--- config.mk ---
export PLATFORM = sky130hd
export DESIGN_NAME = moore_seq_detector
export DESIGN_NICKNAME = d
export VERILOG_FILES = /design/src/rtl/moore_seq_detector.sv
export SDC_FILE = /design/constraint.sdc
export NUM_CORES = 1
export LEC_CHECK = 0
export BUFFER_PORTS_ARGS = -buffer_cell sky130_fd_sc_hd__buf_4
export CORE_MARGIN = 2
export CORE_UTILIZATION = 54
export CTS_BUF_LIST = sky130_fd_sc_hd__clkbuf_2
export DETAILED_ROUTE_END_ITERATION = 12
export PLACE_DENSITY = 0.8
export SLEW_MARGIN = 10
export SYNTH_ARGS = -nofsm -noshare
export SYNTH_HDL_FRONTEND = slang
export SYNTH_SLANG_ARGS = --single-unit
--- constraint.sdc ---
create_clock -name clk -period 2.2 [get_ports clk]
set_input_delay 0.22 -clock clk [delete_from_list [all_inputs] [get_ports clk]]
set_output_delay 0.22 -clock clk [all_outputs]
set_load 0.005 [all_outputs]
--- src/rtl/moore_seq_detector.sv ---
// Serial pattern detector (Moore FSM), overlap-selectable, with saturating match counter.
// Ports: clk/reset_n (async active-low), enable gates sampling of data_in, clear = sync clear;
//        match/state_out decoded from state register, match_count/count_sat from counter register.
module moore_seq_detector #(
  parameter int               PAT_W   = 4,
  parameter logic [PAT_W-1:0] PATTERN = 4'b1011,
  parameter bit               OVERLAP = 1'b1,
  parameter int               CNT_W   = 8,
  localparam int              SW      = $clog2(PAT_W + 1)
) (
  input  logic             clk,
  input  logic             reset_n,
  input  logic             enable,
  input  logic             data_in,
  input  logic             clear,
  output logic             match,
  output logic [SW-1:0]    state_out,
  output logic [CNT_W-1:0] match_count,
  output logic             count_sat
);

  // Next-state table indexed by {state, bit}; entry = new matched-prefix length.
  typedef logic [2*(PAT_W+1)-1:0][SW-1:0] tbl_t;

  // Built at elaboration from the KMP failure function of PATTERN.
  // PATTERN[PAT_W-1] is the first bit received, so pattern position i is PATTERN[PAT_W-1-i].
  function automatic tbl_t build_tbl();
    tbl_t t;
    int   fail [PAT_W+1];
    int   k;
    int   nxt;
    t       = '0;
    fail[0] = 0;
    fail[1] = 0;
    k       = 0;
    for (int i = 1; i < PAT_W; i++) begin
      while (k > 0 && PATTERN[PAT_W-1-i] != PATTERN[PAT_W-1-k]) k = fail[k];
      if (PATTERN[PAT_W-1-i] == PATTERN[PAT_W-1-k]) k++;
      fail[i+1] = k;
    end
    // Rows are filled in ascending state order; fail[s] < s, so every
    // fallback row referenced below has already been computed.
    for (int s = 0; s <= PAT_W; s++) begin
      for (int b = 0; b < 2; b++) begin
        if (s == PAT_W) begin
          // Full match: either keep the longest border or start over from S0.
          nxt = OVERLAP ? int'(t[2*fail[PAT_W]+b]) : int'(t[b]);
        end else if (PATTERN[PAT_W-1-s] == b[0]) begin
          nxt = s + 1;
        end else if (s == 0) begin
          nxt = 0;
        end else begin
          nxt = int'(t[2*fail[s]+b]);
        end
        t[2*s+b] = SW'(nxt);
      end
    end
    return t;
  endfunction

  localparam tbl_t NEXT_TBL = build_tbl();

  typedef enum logic [SW-1:0] {
    S0      = '0,
    S_MATCH = SW'(PAT_W)
  } state_t;

  state_t           state;
  state_t           state_nxt;
  state_t           step_state;
  logic [CNT_W-1:0] count_nxt;
  logic             sat_nxt;

  always_ff @(posedge clk or negedge reset_n) begin
    if (!reset_n) begin
      state       <= S0;
      match_count <= '0;
      count_sat   <= 1'b0;
    end else begin
      state       <= state_nxt;
      match_count <= count_nxt;
      count_sat   <= sat_nxt;
    end
  end

  always_comb begin
    step_state = state_t'(NEXT_TBL[{state, data_in}]);
    state_nxt  = state;
    count_nxt  = match_count;
    sat_nxt    = count_sat;
    if (clear) begin
      state_nxt = S0;
      count_nxt = '0;
      sat_nxt   = 1'b0;
    end else if (int'(state) > PAT_W) begin
      // Unused encoding: recover to S0 regardless of enable.
      state_nxt = S0;
    end else if (enable) begin
      state_nxt = step_state;
      // count_sat is only ever set together with an all-ones count, so it
      // doubles as the saturation guard.
      if (step_state == S_MATCH && !count_sat) begin
        count_nxt = match_count + 1'b1;
        sat_nxt   = &count_nxt;
      end
    end
  end

  assign match     = (state == S_MATCH);
  assign state_out = state;

endmodule

==> results.py <==
metrics = {
    "run_status": {
        "status": "completed",
    },
    "setup_path": {
        "cp.required_ns": 2.40,
        "crit_path_end_kind": "flip-flop",
        "cp_num_buf_inv": 0,
        "path_delay_family": "simple AND/OR/NAND/NOR gates",
        "crit_fanout": 7,
        "slowest_delay_ns": 0.47,
        "crit_chain": "ha_1, nor3b_4, nand4_4, or3_1, a21oi_1",
        "critPathSlowestCell": "dfrtp_1",
        "arrival_ns": 2.09,
        "crit_type": "flip-flop to flip-flop",
        "worst_setup_path_start_kind": "flip-flop",
    },
    "hold_path": {
        "hp-class": "input port to flip-flop",
    },
    "synthesis": {
        "synth_common_cells": "dfrtp_1 (12), nor2_1 (10), ha_1 (5), inv_1 (5), xor2_1 (5)",
        "yosysMostFrequentCell": "dfrtp_1",
        "synth-edff-count": 0,
        "synth_area_leader_cell": "dfrtp_1",
        "synth_nets": 89,
        "synthArstFlopShare_pct": 100,
        "ys_warn_count": 0,
        "netlist_instances": 79,
        "ys_types": 33,
        "netlist_area_sq_um": 776,
        "syn_avg_cell_area_sq_um": 9.82,
        "synth_seq_cells": 12,
        "ys_seq_area_share_pct": 38.7,
        "synthTopCellsByArea": "dfrtp_1 (39%), ha_1 (8.1%), xor2_1 (5.6%)",
        "yosysTopAreaCellShare_pct": 38.7,
        "synth_ff_type": "dfrtp_1",
    },
    "clocking": {
        "numCtsBuffers": 3,
        "cts_tree": "yes",
        "cts_setup_buffers": 0,
        "clock-sinks": 12,
        "clk_latency_ns": 0.27,
        "htreeDepth": 1,
        "cts_max_path_buffers": 2,
        "cts-root-buf": "clkbuf_2",
        "clk_pin_slew_worst_paths_ns": 0.11,
    },
    "pwr": {
        "pwr-share-seq_pct": 59.9,
        "power_density_nw_per_um2": 408,
        "p_sw_w": 0.0000998,
        "clockPowerShare_pct": 29.3,
        "comb_power_share_pct": 10.8,
        "peakVddDrop_v": 0.000316,
        "switching_share_pct": 26.4,
        "leakage_nw": 0.443,
        "p_int_w": 0.000278,
    },
    "sta": {
        "holdWs_ns": 0.190,
        "rsz0062_at_grt": "false",
        "setup_tns_ns": 0,
        "max-slew-margin-rel_pct": 75.0,
        "max_clock_freq_mhz": 530,
        "tightest_slew_ns": 0.365,
        "min_period_ns": 1.89,
        "hold_violations": 0,
        "finalSetupViolCount": 0,
        "fin_crit_sh_pct": 85.7,
        "slew_viol_final": 0,
        "clock_skew_ns": 0.000749,
    },
    "route": {
        "vias_per_cell": 5.70,
        "vias": 638,
        "wl_um": 1560,
        "firstDrtPassIters": 4,
        "drtIter0Drc": 4,
        "wl_per_cell_um": 13.9,
        "postRouteAntennaNets": 0,
        "drc": 0,
    },
    "die": {
        "start_util_pct": 58.9,
        "io_pins": 18,
        "fp-row-count": 13,
        "core-area_sq_um": 1320,
        "die_x_um": 41.9,
        "die_area_sq_um": 1760,
        "die_h_um": 41.9,
    },
    "global_route": {
        "grt_pass1_vias": 595,
        "antenna_found_initial": 0,
        "grt_max_degree": 14,
        "grt.total_usage_pct": 19.4,
        "grt_pass1_wl_um": 2620,
        "gr-total-overflow": 0,
    },
    "layout": {
        "nFillCells": 108,
        "layout-drive-gt1-share_pct": 24.7,
        "nets": 109,
        "area.growth.synth_to_final_pct": 19.5,
        "antenna_cells": 0,
    },
    "job": {
        "drv_cap": 0,
    },
    "place": {
        "dp_hpwl_um": 1140,
        "portBuffers": 17,
        "gp_congestion": 0.792,
    },
}
worst paths after layout:
check | startpoint | end | slack (ns) | cells after the start
min in group asynchronous | reset_n | match_count[1] | 0.33 | 2
hold reg to reg | match_count[7] | match_count[7] | 0.60 | 2
max in group asynchronous | reset_n | count_sat | 1.72 | 2
setup / recovery | state_out[0] | match_count[7] | 0.31 | 5
setup reg to reg | state_out[0] | match_count[7] | 0.31 | 5
hold / removal | enable | state_out[0] | 0.19 | 2
metrics by stage:
step           std cells  power [W]  instance area [sq um]  util, %  worst slack, ns
3_5_place_dp         108   0.000270                    902     68.5            0.326
2_1_floorplan         79   0.000250                    776        -            0.498
6_report             112   0.000378                    927     70.4            0.314
4_1_cts              112   0.000377                    927     70.4            0.304
3_3_place_gp         108   0.000269                    902     68.5            0.431
5_1_grt              112   0.000391                    927     70.4            0.197
cells by family after synthesis:
group,Yosys count,synth area share (%)
AND/OR/NAND/NOR,30,25.5
XOR/XNOR,7,7.90
adder cells (fa/ha/maj),5,8.06
buffers and inverters,8,5.00
flip-flops,12,38.7
AO/OA/AOI/OAI,16,13.5
multiplexers,1,1.29
flip-flops by register name, summed over array words and instances, names as in the netlist:
| signal | count |
|---|---|
| count_sat | 1 |
| state_out | 3 |
| match_count | 8 |
final cells by class:
cell class	instances	area [sq um]	share of cell area, %
flip-flops and latches	12	300	32.4
repair buffers	18	138	14.8
well taps	15	18.8	2.02
clock buffers	3	15.0	1.62
inverters	5	18.8	2.02
multi-input cells	59	437	47.1
power by group through the flow:
stage / Clock, W / Combinational [W] / Sequential, W
floorplan: 0 / 0.0000203 / 0.000230
global placement: 0 / 0.0000389 / 0.000230
detailed placement: 0 / 0.0000397 / 0.000231
CTS: 0.000110 / 0.0000412 / 0.000226
global route: 0.000118 / 0.0000464 / 0.000227
finish: 0.000111 / 0.0000407 / 0.000226
metal layers:
layer | GRT usage, % | share of wire (%) | vias up | routed length (um)
li1 | - | - | 318 | -
met1 | 26.6 | 48 | 301 | 748
met2 | 29.4 | 46 | 14 | 711
met3 | 3.04 | 4.2 | 5 | 65
met4 | 9.68 | 1.9 | 0 | 30
met5 | 0 | 0 | - | 0
layout by cell type (no fill, tap or decap), drive strengths merged, types with 3 or more instances in the layout:
cell,netlist,routed
ha,5,5
and2,3,3
inv,5,5
o21ai,3,3
a31oi,3,3
dfrtp,12,12
nand4,4,4
nor2,10,10
clkbuf,1,3
xor2,5,5
a21oi,4,4
buf,2,17
what timing repair did:
item                      CTS  global route
resized for setup           0             0
hold endpoints to repair   12             0
hold buffers                1             0
Note: power is estimated with default switching activity, not from simulation.
